[config.mk]
export PLATFORM = sky130hd
export DESIGN_NAME = mem_lsu
export DESIGN_NICKNAME = d
export VERILOG_FILES = /design/src/rtl/mem_lsu_pkg.sv /design/src/rtl/mem_lsu_ext.sv /design/src/rtl/mem_lsu.sv
export SDC_FILE = /design/constraint.sdc
export NUM_CORES = 1
export LEC_CHECK = 0
export ABC_AREA = 1
export CORE_UTILIZATION = 35
export DETAILED_ROUTE_END_ITERATION = 16
export PLACE_DENSITY = 0.76
export RECOVER_POWER = 50
export SYNTH_ARGS = -nofsm -noshare
export SYNTH_HDL_FRONTEND = slang
export SYNTH_SLANG_ARGS = --single-unit
export TNS_END_PERCENT = 5
[constraint.sdc]
create_clock -name clk -period 2.55 [get_ports clk]
set_clock_uncertainty 0.2 [all_clocks]
set_input_delay 0.255 -clock clk [delete_from_list [all_inputs] [get_ports clk]]
set_output_delay 0.255 -clock clk [all_outputs]
set_load 0.02 [all_outputs]
[src/rtl/mem_lsu_pkg.sv]
// Shared op codes, bus widths and FSM encoding for the MEM-stage load/store unit.
package mem_lsu_pkg;

  localparam int ALU_OP_W   = 8;
  localparam int REG_ADDR_W = 5;

  localparam logic                  RST_ENABLE   = 1'b1;
  localparam logic [REG_ADDR_W-1:0] NOP_REG_ADDR = 5'd0;
  localparam logic [31:0]           ZERO_WORD    = 32'h0000_0000;

  localparam logic [ALU_OP_W-1:0] MEM_NOP = 8'h00;
  localparam logic [ALU_OP_W-1:0] MEM_LB  = 8'h20;
  localparam logic [ALU_OP_W-1:0] MEM_LH  = 8'h21;
  localparam logic [ALU_OP_W-1:0] MEM_LW  = 8'h23;
  localparam logic [ALU_OP_W-1:0] MEM_LBU = 8'h24;
  localparam logic [ALU_OP_W-1:0] MEM_LHU = 8'h25;
  localparam logic [ALU_OP_W-1:0] MEM_SB  = 8'h28;
  localparam logic [ALU_OP_W-1:0] MEM_SH  = 8'h29;
  localparam logic [ALU_OP_W-1:0] MEM_SW  = 8'h2B;

  typedef enum logic [2:0] {
    LSU_IDLE,
    LSU_WAIT,
    LSU_XFER,
    LSU_LAST,
    LSU_DONE
  } lsu_state_e;

  function automatic logic is_load(input logic [ALU_OP_W-1:0] op);
    return (op == MEM_LB) || (op == MEM_LH) || (op == MEM_LW) ||
           (op == MEM_LBU) || (op == MEM_LHU);
  endfunction

  function automatic logic is_store(input logic [ALU_OP_W-1:0] op);
    return (op == MEM_SB) || (op == MEM_SH) || (op == MEM_SW);
  endfunction

  // Index of the final byte of the access (N-1).
  function automatic logic [1:0] last_byte(input logic [ALU_OP_W-1:0] op);
    logic [1:0] idx;
    idx = 2'd0;
    if (op == MEM_LH || op == MEM_LHU || op == MEM_SH) idx = 2'd1;
    if (op == MEM_LW || op == MEM_SW) idx = 2'd3;
    return idx;
  endfunction

endpackage

[src/rtl/mem_lsu_ext.sv]
// Sign/zero extension of the assembled load buffer according to the load op.
module mem_ext
  import mem_lsu_pkg::*;
(
  input  logic [ALU_OP_W-1:0] op_i,
  input  logic [31:0]         buf_i,
  output logic [31:0]         result_o
);

  always_comb begin
    result_o = buf_i;
    case (op_i)
      MEM_LB:  result_o = {{24{buf_i[7]}}, buf_i[7:0]};
      MEM_LBU: result_o = {24'd0, buf_i[7:0]};
      MEM_LH:  result_o = {{16{buf_i[15]}}, buf_i[15:0]};
      MEM_LHU: result_o = {16'd0, buf_i[15:0]};
      default: result_o = buf_i;
    endcase
  end

endmodule

[src/rtl/mem_lsu.sv]
// MEM-stage load/store unit: byte-serial RAM accesses behind a req/gnt
// handshake, stalling the pipeline until the access completes.
module mem_lsu
  import mem_lsu_pkg::*;
#(
  parameter int RAM_AW = 17
) (
  input  logic                  clk,
  input  logic                  rst,
  input  logic [ALU_OP_W-1:0]   aluop_i,
  input  logic [31:0]           mem_addr_i,
  input  logic [REG_ADDR_W-1:0] wd_i,
  input  logic                  wreg_i,
  input  logic [31:0]           wdata_i,
  output logic [REG_ADDR_W-1:0] wd_o,
  output logic                  wreg_o,
  output logic [31:0]           wdata_o,
  output logic                  stall_o,
  output logic                  req_o,
  input  logic                  gnt_i,
  output logic [RAM_AW-1:0]     ram_a_o,
  output logic                  ram_wr_o,
  output logic [7:0]            ram_dout_o,
  input  logic [7:0]            ram_din_i
);

  lsu_state_e  state_q, state_d;
  logic [1:0]  k_q, k_d;
  logic [31:0] buf_q, buf_d;

  logic        op_ld, op_st, op_mem;
  logic [1:0]  last_k;
  logic [31:0] byte_addr;
  logic [31:0] ext_result;
  logic        unused_addr_hi;

  assign op_ld     = is_load(aluop_i);
  assign op_st     = is_store(aluop_i);
  assign op_mem    = op_ld | op_st;
  assign last_k    = last_byte(aluop_i);
  assign byte_addr = mem_addr_i + {30'd0, k_q};

  assign unused_addr_hi = ^byte_addr[31:RAM_AW];

  mem_ext u_ext (
    .op_i     (aluop_i),
    .buf_i    (buf_q),
    .result_o (ext_result)
  );

  always_ff @(posedge clk) begin
    if (rst == RST_ENABLE) begin
      state_q <= LSU_IDLE;
      k_q     <= 2'd0;
      buf_q   <= ZERO_WORD;
    end else begin
      state_q <= state_d;
      k_q     <= k_d;
      buf_q   <= buf_d;
    end
  end

  // Read data lags its address by one cycle, so XFER k captures byte k-1
  // and LAST captures the final byte.
  always_comb begin
    state_d = state_q;
    k_d     = k_q;
    buf_d   = buf_q;
    case (state_q)
      LSU_IDLE: begin
        if (op_mem) begin
          state_d = LSU_WAIT;
          k_d     = 2'd0;
          buf_d   = ZERO_WORD;
        end
      end
      LSU_WAIT: begin
        if (gnt_i) begin
          state_d = LSU_XFER;
          k_d     = 2'd0;
        end
      end
      LSU_XFER: begin
        if (op_ld && (k_q != 2'd0)) buf_d[{k_q - 2'd1, 3'b000} +: 8] = ram_din_i;
        if (k_q == last_k) state_d = op_st ? LSU_DONE : LSU_LAST;
        else               k_d     = k_q + 2'd1;
      end
      LSU_LAST: begin
        buf_d[{k_q, 3'b000} +: 8] = ram_din_i;
        state_d = LSU_DONE;
      end
      LSU_DONE: begin
        state_d = LSU_IDLE;
        k_d     = 2'd0;
      end
      default: state_d = LSU_IDLE;
    endcase
  end

  always_comb begin
    req_o      = 1'b0;
    stall_o    = 1'b0;
    ram_a_o    = '0;
    ram_wr_o   = 1'b0;
    ram_dout_o = 8'd0;
    wd_o       = wd_i;
    wreg_o     = 1'b0;
    wdata_o    = ZERO_WORD;
    if (rst == RST_ENABLE) begin
      wd_o = NOP_REG_ADDR;
    end else begin
      case (state_q)
        LSU_IDLE: begin
          if (op_mem) begin
            stall_o = 1'b1;
          end else begin
            wreg_o  = wreg_i;
            wdata_o = wdata_i;
          end
        end
        LSU_WAIT, LSU_LAST: begin
          req_o   = 1'b1;
          stall_o = 1'b1;
        end
        LSU_XFER: begin
          req_o   = 1'b1;
          stall_o = 1'b1;
          ram_a_o = byte_addr[RAM_AW-1:0];
          if (op_st) begin
            ram_wr_o   = 1'b1;
            ram_dout_o = wdata_i[{k_q, 3'b000} +: 8];
          end
        end
        LSU_DONE: begin
          if (op_ld) begin
            wreg_o  = wreg_i && (wd_i != NOP_REG_ADDR);
            wdata_o = ext_result;
          end
        end
        default: ;
      endcase
    end
  end

endmodule
# --- Word-level counts from Yosys, hierarchy flattened ---
# Index checks and enable logic that the tools add are counted.
word_totals:
  regBits: 37
  out_inout_bits: 66
op_classes:
  addsub: 5
  n_eq_ne: 18
  shift: 5
  mux: 39
  bitwise: 1
  reduce_logical: 20
op_table:
  columns: ["cell", "count"]
  rows:
  - ["$mux 32", 5]
  - ["$pmux 32 s4", 1]
  - ["$pmux 32 s3", 1]
  - ["$bwmux 32", 2]
  - ["$eq 8x6->1 const B", 8]
  - ["$pmux 32 s2", 1]
  - ["$shift 8x7->32 const A", 2]
  - ["$shiftx 8x7->32", 2]
  - ["$mux 17", 2]
  - ["$shiftx 32x6->8", 1]
  - ["$mux 8", 3]
  - ["$add 17x2->17", 1]
  - ["$neg 5->7", 2]
  - ["$mux 3", 4]
  - ["$pmux 3 s4", 1]
  - ["$mux 1", 11]
  - ["$ne 2x2->1 const B", 5]
  - ["$logic_or 1x1->1", 9]
  - ["$mux 2", 4]
  - ["$pmux 2 s4", 1]
  - ["$eq 3x2->1 const B", 2]
  - ["$reduce_and 3->1", 2]
  - ["$mux 5", 1]
  - ["$reduce_bool 5->1", 1]
  - ["other kinds (14)", 16]

# --- Logic depth before layout (Yosys ltp) ---
logic_depth:
  word_depth: 9
  ltp_mapped: 14

# --- Hierarchy ---
# From an unflattened synthesis, not the netlist that was laid out.
unflattened:
  cells_unflattened: 827
  area_unflattened_um2: 4748.3
modules_own_cells:
  columns: ["module", "instances", "cells_each", "area_each_um2"]
  rows:
  - ["mem_lsu", 1, 741, 4319.1]
  - ["mem_ext", 1, 86, 429.2]

# --- Worst setup path before layout ---
# No wires, ideal clock.
synth_timing:
  kind: "register to register"
  from: "reg k_q[1]"
  to: "reg buf_q[17]"
  setup_time_ns: 0.070
  arrival_time_ns: 2.505
  slack_ns: -0.226
  path_stages_with_launch: 12
  synth_period_minus_slack_ns: 2.776
  path_cell_list: "dfxtp_1 clkbuf_1 clkinv_1 ha_1 buf_2 inv_1 nor2_1 clkbuf_1 a21oi_1 o22ai_1 nand3_1 a21oi_1"
synth_via:
  elab_chain_cells: 6
  elab_cells_between_ends: 15
synth_rtl:
  columns: ["item", "line_no", "text"]
  rows:
  - ["start: declaration", "mem_lsu.sv:28", "logic [1:0] k_q, k_d;"]
  - ["start signal: assignment", "mem_lsu.sv:58", "k_q <= k_d;"]
  - ["$sub 2x1->2", "mem_lsu.sv:84", "if (op_ld && (k_q != 2'd0)) buf_d[{k_q - 2'd1, 3'b000} +: 8] = ram_din_i;"]
  - ["$neg 5->7", "mem_lsu.sv:84", null]
  - ["$shiftx 8x7->32 or $shift 8x7->32 (tied branches)", "mem_lsu.sv:84", null]
  - ["$bwmux 32", "mem_lsu.sv:84", null]
  - ["$mux 32", "mem_lsu.sv:84", null]
  - ["$pmux 32 s3", "mem_lsu.sv:69", "case (state_q)"]
  - ["end signal: assignment", "mem_lsu.sv:59", "buf_q <= buf_d;"]
  - ["end: declaration", "mem_lsu.sv:29", "logic [31:0] buf_q, buf_d;"]
# Several ways; a longest one is shown, not always the timed one. The select of a mux whose other input is x is not followed.
# A chain may end at the register's enable or synchronous reset.

# --- Worst setup path in the final report ---
layout_timing:
  from: "reg k_q[0]"
  to: "out ram_a_o[14]"
layout_via:
  elab_chain_cells: 3
layout_rtl:
  columns: ["item", "line_no", "text"]
  rows:
  - ["$add 17x2->17", "mem_lsu.sv:41", "assign byte_addr = mem_addr_i + {30'd0, k_q};"]
  - ["$mux 17", "mem_lsu.sv:112", "case (state_q)"]
  - ["$mux 17", "mem_lsu.sv:109", "if (rst == RST_ENABLE) begin"]
  - ["end: declaration", "mem_lsu.sv:21", "output logic [RAM_AW-1:0] ram_a_o,"]
# No other way between the ends.

==> results.cfg <==
[outcome]
outcome = complete, but fails checks
violations = setup timing

[timing]
fmax_ghz = 0.370
fin_setup_tns_ns = -0.893
min_period_ns = 2.70
slew_headroom_pct = 36.1
final-setup-viol-count = 19
setup_slack_ns = -0.154
rsz0062_at_grt = true
timing.final.crit_share_pct = 106
finalHoldViolations = 0
worst_pin_slew_ns = 0.958
slew_violations = 0

[cts]
clkLatencyLatePin_ns = 0.28
hold_buffers = 0
tritoncts = yes
root_buffer = clkbuf_16
clkSlewWorstSetupHoldPaths_ns = 0.06
cts_buffer_depth = 2
cts_buffers = 5
htree_num_levels = 2
cts.sinks = 37

[synth]
synth_top_family_by_area = compound AO/OA/AOI/OAI gates
synth_most_common_cell = nand2_1
ys_seq_elements = 37
synth_top_cell_by_area = dfxtp_1
synth_xor_area_share_pct = 0.397
synth-edff-count = 0
syn_area_per_cell_um2 = 5.63
synthAdderAreaFrac_pct = 2.72
synthMuxAreaShare_pct = 0
synthFlopType = dfxtp_1
syn_nets = 881
synthDistinctLibCells = 43
synth.area.top_cells = dfxtp_1, nand2_1, a21oi_1, o21ai_0, inv_1
syn_area_um2 = 4410
synthSimpleGateAreaFrac_pct = 30.2
yosysWarnings = 0
synth_top_cell_area_share_pct = 16.8
synth_top_cells_by_count = nand2_1, a21oi_1, o21ai_0
async_flop_share_pct = 0
syn_inst = 783
synth_compound_area_share_pct = 36.5
synth_seq_area_share_pct = 16.8

[global_route]
grt_pass1_wl_um = 26700
antenna_found_initial = 0
grt_pass1_vias = 5457
grt_max_degree = 43
grtUsageTotal_pct = 25.4
gr-total-overflow = 0

[power]
p_leak_nw = 2.86
irDropWorstVdd_v = 0.000550
powerDensity_nw_per_um2 = 835
p_total_mw = 5.48

[layout]
antenna_cells = 0
syn_to_final_growth_pct = 48.6
fillCellCount = 1246
design_area_um2 = 6560
finalNonFillerCells = 1125
drive_gt1_share_pct = 20.7
finalNetCount = 1054

[placement]
place_inst = 1111
post_dp_cell_area_um2 = 6390
io_buffers = 139
place_congestion = 1.05
dp_hpwl_um = 12600

[min_path]
hold_path_end = buf_q[22]
worst_hold_path_type = register to register
holdPathStages = 2
min-delay-start = buf_q[22]

[floorplan]
fp.dieW_um = 114
dieHeight_um = 114
initial_core_util_pct = 36.3
io_pins = 155
die_area_um2 = 13100
rows = 40
core_um2 = 12200

[routing]
ant_nets = 0
wl_per_cell_um = 15.4
drtIter0Drc = 607
drc = 0
viasPerCell = 5.46
wirelength_um = 17300
vias = 6142
firstDrtPassIters = 6

[worst_setup_path]
r2r_setup_slack_ns = -0.10
r2r_cells = 11
reg2reg_to = buf_q[20]
worst-path-max-fanout = 3
path_class = register to output pin
rr_startpoint = k_q[0]
end_kind = output pin
crit_arrival_ns = 2.25
critical_path_required_ns = 2.10
setup.worst_path.start_class = register

[flow_run]
max_cap_viol_count = 0
## final cells by class
class | count | area, um^2 | area share, %
inverter | 82 | 312 | 4.75
clock buffer | 7 | 153 | 2.33
multi-input combinational | 610 | 3220 | 49.1
timing repair buffer | 220 | 1910 | 29.1
sequential | 37 | 746 | 11.4
tap | 168 | 210 | 3.21
clock inverter | 1 | 5.00 | 0.0764
## cells by family after synthesis
kind of cell               after synthesis
and+or+nand+nor                        309
adders and majority gates                9
DFF                                     37
xor gates and xnor gates                 2
AOI/OAI and AO/OA                      290
buffers and inverters                  136
## metal layers
layer	wire length (um)	share of wire, %	vias up	track usage [%]
met4	475	2.7	0	9.35
met2	8350	48	287	43.4
met5	0	0	-	0
li1	-	-	3035	-
met1	7130	41	2777	32.2
met3	1380	8.0	43	3.76
## worst max path at each step
| stage | startpoint | end | slack [ns] | cells past startpoint |
|---|---|---|---|---|
| 2_1_floorplan | k_q[0] | ram_a_o[14] | -0.007 | 10 |
| 3_3_place_gp | mem_addr_i[0] | ram_a_o[14] | -0.67 | 12 |
| 3_5_place_dp | mem_addr_i[0] | ram_a_o[14] | -0.71 | 12 |
| 4_1_cts | k_q[0] | ram_a_o[14] | -0.20 | 11 |
| 5_1_grt | k_q[0] | ram_a_o[14] | -0.30 | 11 |
| 6_report | k_q[0] | ram_a_o[14] | -0.15 | 11 |
## flip-flops by register name, summed over array words and instances, names as in the netlist
| name | flops |
|---|---|
| buf_q | 32 |
| k_q | 2 |
| state_q | 3 |
## per-stage QoR
| step | setup WS [ns] | hold WS (ns) | utilization (%) |
|---|---|---|---|
| 5_1_grt | -0.296 | 0.308 | 53.9 |
| 6_report | -0.154 | 0.292 | 53.9 |
| 2_1_floorplan | -0.00673 | 0.251 | - |
| 4_1_cts | -0.202 | 0.290 | 53.0 |
| 3_3_place_gp | -0.668 | 0.273 | 52.6 |
| 3_5_place_dp | -0.713 | 0.283 | 52.6 |
## report_power, final
group / switching [mW] / total [mW] / internal (mW)
logic: 2.62 / 4.15 / 1.52
registers: 0.0443 / 0.669 / 0.625
clock network: 0.246 / 0.660 / 0.414
total: 2.91 / 5.48 / 2.56
## layout by cell type, fill, tap and decap left out, types with 32 or more instances in the layout
master and n:
clkdlybuf4s50_1 73, a21oi_1 120, nand3_1 42, nand2_1 179, nor2_1 43, buf_4 96, o21ai_0 94, inv_1 69
dfxtp_1 35, o22ai_1 32
## worst max-delay path, stage by stage, from the launching register on
cell and delay (ns):
dfxtp_4 0.36, ha_4 0.13, fa_2 0.20, nand3_2 0.09, nor3_2 0.16, nand2_1 0.15
nor2_4 0.14, nand2_2 0.09, nor3_4 0.23, a21oi_2 0.09, nor3_2 0.16, buf_4 0.16
## timing repair
| action | 4_1_cts | 5_1_grt |
|---|---|---|
| gates resized for setup | 193 | 97 |
| pin swaps | 9 | 15 |
| endpoints found under the hold margin | 0 | 0 |
| setup buffers | 2 | 5 |
| setup endpoints to repair | 68 | 86 |
| gates cloned | 0 | 0 |
Note: power is estimated with default switching activity, not from simulation.
==> patch 1: new RTL, same flow settings <==
`RST_ENABLE`: 1'b1 -> 1'b0.
--- a/src/rtl/mem_lsu_pkg.sv
+++ b/src/rtl/mem_lsu_pkg.sv
@@ -5,5 +5,5 @@
   localparam int REG_ADDR_W = 5;
 
-  localparam logic                  RST_ENABLE   = 1'b1;
+  localparam logic                  RST_ENABLE   = 1'b0;
   localparam logic [REG_ADDR_W-1:0] NOP_REG_ADDR = 5'd0;
   localparam logic [31:0]           ZERO_WORD    = 32'h0000_0000;
Formal check against the unedited RTL: not equivalent (Yosys sat finds a counterexample within 4 cycles, from zero or initial values).
==> patch 1 against the unedited design <==
Final area grew 0.11%. Area after synthesis grew 0.17%. Worst setup slack improved by 190 ps. Cell count increased by 0.62%. Power grew 0.86%. Highest routed layer unchanged. Global-route usage is 0.84 points higher. Critical path depth unchanged. Sequential cell count stayed put. First-iteration DRC count rose by 8.1%. Sequential share of layout area hardly changed. Wire length decreased by 0.47%.
==> patch 1: results (changes against the unedited design) <==
critical_path:
  critPathArrivalTime_ps: 2060  # was 2250 ps
  cp_slowest_cell: "clkdlybuf4s50_1"  # was dfxtp_4
  path_delay_family: "buffers and inverters"  # was simple AND/OR/NAND/NOR gates
  slowest_delay_ps: 430  # was 360 ps
  cp_max_fo: 16  # was 3
routing:
  wl_met1_um: 7510  # was 7130 um
  via_per_inst: 5.46  # about the same
  wirelength_um: 17300  # about the same
  wl_met3_um: 1460  # was 1380 um
  vias: 6179  # was 6142
  first_pass_iters: 5  # was 6
  first_iter_violations: 656  # was 607
  wl_met2_um: 7850  # was 8350 um
finish:
  buffers: 229  # was 220
  largest_reg_flops: 32  # unchanged
  antenna_cells: 0  # unchanged
  nets: 1063  # was 1054
  regArea_sq_um: 744  # was 746 sq um
  nFillCells: 1249  # was 1246
  multi_input_area_share_pct: 48.5  # was 49.1%
  drive_gt1_share_pct: 20.5  # was 20.7%
  clk_share_pct: 1.98  # was 2.41%
  nonClkBufAreaFrac_pct: 30.3  # was 29.1%
global_route:
  grt_first_pass_wirelength_um: 27500  # was 26700 um
  use_met2_pct: 41.7  # was 43.4%
  use_met3_pct: 5.45  # was 3.76%
  grt_usage_pct: 26.2  # was 25.4%
  grt_pass1_vias: 5666  # was 5457
  grt_max_degree: 44  # was 43
  use_met1_pct: 34.6  # was 32.2%
placement:
  dp_slack_ps: -587  # was -713 ps
  place_area_sq_um: 6530  # was 6390 sq um
  gp_congestion: 0.960  # was 1.05
  place_hpwl_um: 13100  # was 12600 um
timing:
  slew_headroom_pct: 67.9  # was 36.1%
power_and_ir_drop:
  ir_drop_mv: 0.524  # was 0.550 mV
  p_leak_uw: 0.00291  # was 0.00286 uW
  power_density_nw_per_um2: 842  # was 835 nW/um^2
status:
  status: "completed"  # was complete, but fails checks
yosys:
  ys_seq_area_share_pct: 16.8  # about the same
  synthTopCellsByArea: "dfxtp_1 (17%), nand2_1 (16%), a21oi_1 (14%), o21ai_0 (11%), inv_1 (6.2%)"  # was dfxtp_1 (17%), nand2_1 (15%), a21oi_1 (14%), o21ai_0 (11%), inv_1 (5.9%)
  ys_top_cells_by_count: "nand2_1 (186), a21oi_1 (126), o21ai_0 (95), inv_1 (73), nand3_1 (43)"  # was nand2_1 (182), a21oi_1 (127), o21ai_0 (95), inv_1 (69)
  yosysUniqueCellTypes: 47  # was 43
cts:
  clockBufferDepth: 2  # unchanged
patch 1: cells by family after synthesis:
logic type                 synth area share, %
xor gates and xnor gates                 0.397
buffers and inverters                     13.3
DFF                                       16.8
AOI/OAI and AO/OA                         36.3
adders and majority gates                 2.72
and+or+nand+nor                           30.5
patch 1: path summary, 6_finish.rpt:
| path | from | end | slack [ps] | cells past startpoint |
|---|---|---|---|---|
| worst max-delay path | aluop_i[6] | wdata_o[19] | 30 | 11 |
| worst min-delay path | buf_q[19] | buf_q[19] | 280 | 2 |
| worst max register to register | k_q[1] | buf_q[14] | 80 | 11 |
| worst min register to register | buf_q[19] | buf_q[19] | 280 | 2 |
patch 1: power by group:
group	internal, uW	switching (uW)	total (uW)
Combinational	1630	2640	4260
Sequential	623	47.0	670
Clock	349	239	589
Total	2600	2920	5520
patch 1: repair_timing:
item                                    4_1_cts  5_1_grt
pin swaps                                     6        4
resized for setup                           186       91
endpoints found under the setup margin       82       87
hold buffers                                  0        0
buffers inserted                              2        1
cloned                                        0        0
==> patch 2: new RTL, same flow settings <==
Made on the original files. Encoding of `lsu_state_e`: now one-hot (5 bits for 5 states).
--- a/src/rtl/mem_lsu_pkg.sv
+++ b/src/rtl/mem_lsu_pkg.sv
@@ -19,10 +19,10 @@
   localparam logic [ALU_OP_W-1:0] MEM_SW  = 8'h2B;
 
-  typedef enum logic [2:0] {
-    LSU_IDLE,
-    LSU_WAIT,
-    LSU_XFER,
-    LSU_LAST,
-    LSU_DONE
+  typedef enum logic [4:0] {
+    LSU_IDLE = 5'b00001,
+    LSU_WAIT = 5'b00010,
+    LSU_XFER = 5'b00100,
+    LSU_LAST = 5'b01000,
+    LSU_DONE = 5'b10000
   } lsu_state_e;
 
Check against the original RTL: no difference found for any inputs over 10 cycles, from zero or initial values and one cycle with rst high; not proved beyond that.
==> patch 2 against the unedited design <==
The run still ends with negative setup slack left. Worst setup slack worse by 250 ps. Wire length is 7.4% higher. Global-route usage is 3.2 points higher. Final area is 1.4% lower. Power is 27% lower. Critical endpoint is now ram_a_o[16]. Sequential cell count is 2 higher. Area after synthesis is 2.3% lower. Critical path depth is 2 higher.
==> patch 2: results (changes against the unedited design) <==
timing:
  hold_slack_ps: 303  # was 292 ps
  fin_tns_setup_ps: -3550  # was -893 ps
  finalSetupViolations: 44  # was 19
  setup_ws_ps: -405  # was -154 ps
status:
  status: "complete, but fails checks"  # unchanged
  violations: "negative setup slack"  # unchanged
routing:
  wl_met3_um: 2060  # was 1380 um
  first_iter_violations: 687  # was 607
  wl_met2_um: 8580  # was 8350 um
  wl_met1_um: 7520  # was 7130 um
  post_drt_wl_per_cell_um: 17.0  # was 15.4 um
  wirelength_um: 18600  # was 17300 um
global_route:
  grt_max_degree: 38  # was 43
  grt_first_pass_wirelength_um: 29300  # was 26700 um
  use_met3_pct: 5.52  # was 3.76%
  use_met1_pct: 36.7  # was 32.2%
cts:
  postCtsSetupBuffers: 10  # was 2
  ctsResizeCount: 233  # was 193
power_and_ir_drop:
  clockPowerShare_pct: 15.6  # was 12.0%
  ir_drop_mv: 0.302  # was 0.550 mV
  p_leak_uw: 0.00298  # was 0.00286 uW
yosys:
  syn_inst: 757  # was 783
  synthTopCellsByArea: "dfxtp_1 (18%), nand2_1 (15%), o21ai_0 (11%), a21oi_1 (9.8%), nor2_1 (7.9%)"  # was dfxtp_1 (17%), nand2_1 (15%), a21oi_1 (14%), o21ai_0 (11%), inv_1 (5.9%)
  ys_top_cells_by_count: "nand2_1 (173), o21ai_0 (95), nor2_1 (91), a21oi_1 (84), inv_1 (74)"  # was nand2_1 (182), a21oi_1 (127), o21ai_0 (95), inv_1 (69)
  synthAdderAreaFrac_pct: 2.79  # was 2.72%
  ys_seq_area_share_pct: 18.1  # was 16.8%
  syn_nets: 855  # was 881
worst_hold_path:
  hold_end: "buf_q[31]"  # was buf_q[22]
critical_path:
  rr_endpoint: "buf_q[29]"  # was buf_q[20]
  critPathArrivalTime_ps: 2500  # was 2250 ps
  reg2regPathDepth: 13  # was 11
  r2r_setup_slack_ps: -70  # was -100 ps
  worstSetupEndpoint: "ram_a_o[16]"  # was ram_a_o[14]
placement:
  place_area_sq_um: 6320  # was 6390 sq um
  dp_cells: 1076  # was 1111
  place_hpwl_um: 13900  # was 12600 um
  dp_slack_ps: -930  # was -713 ps
finish:
  drive_gt1_share_pct: 20.4  # was 20.7%
  nFillCells: 1206  # was 1246
  fin_util_pct: 53.8  # was 53.9%
  nets: 1047  # was 1054
## patch 2: cell count changes in the layout (fill, tap and decap cells not counted), sizes merged, moves of 6 or more
cell / unedited run / this run
o2111ai: 8 / 0
nand4: 6 / 30
a21oi: 128 / 84
nor3: 15 / 9
nor2: 53 / 95
a32o: 0 / 14
nand3: 47 / 19
nand2: 185 / 174
o211ai: 11 / 0
a22oi: 0 / 8
buf: 120 / 136
## patch 2: layout make-up
cell class,instances,share of cell area (%)
clock inverters,2,0.193
clock buffers,6,1.99
multi-input cells,592,48.6
well taps,147,2.84
flip-flops and latches,39,12.1
inverters,82,4.93
repair buffers,229,29.3
## patch 2: worst max-delay path, cell delays in order, from the launching register on
cell and delay (ps):
dfxtp_4 370, ha_4 140, inv_2 40, fa_2 340, inv_2 60, nand4_1 110, nor2_1 160, nand2_1 130
nor2_4 150, nand4_1 170, nor2_2 190, a21oi_1 110, nor2_2 120, buf_6 120
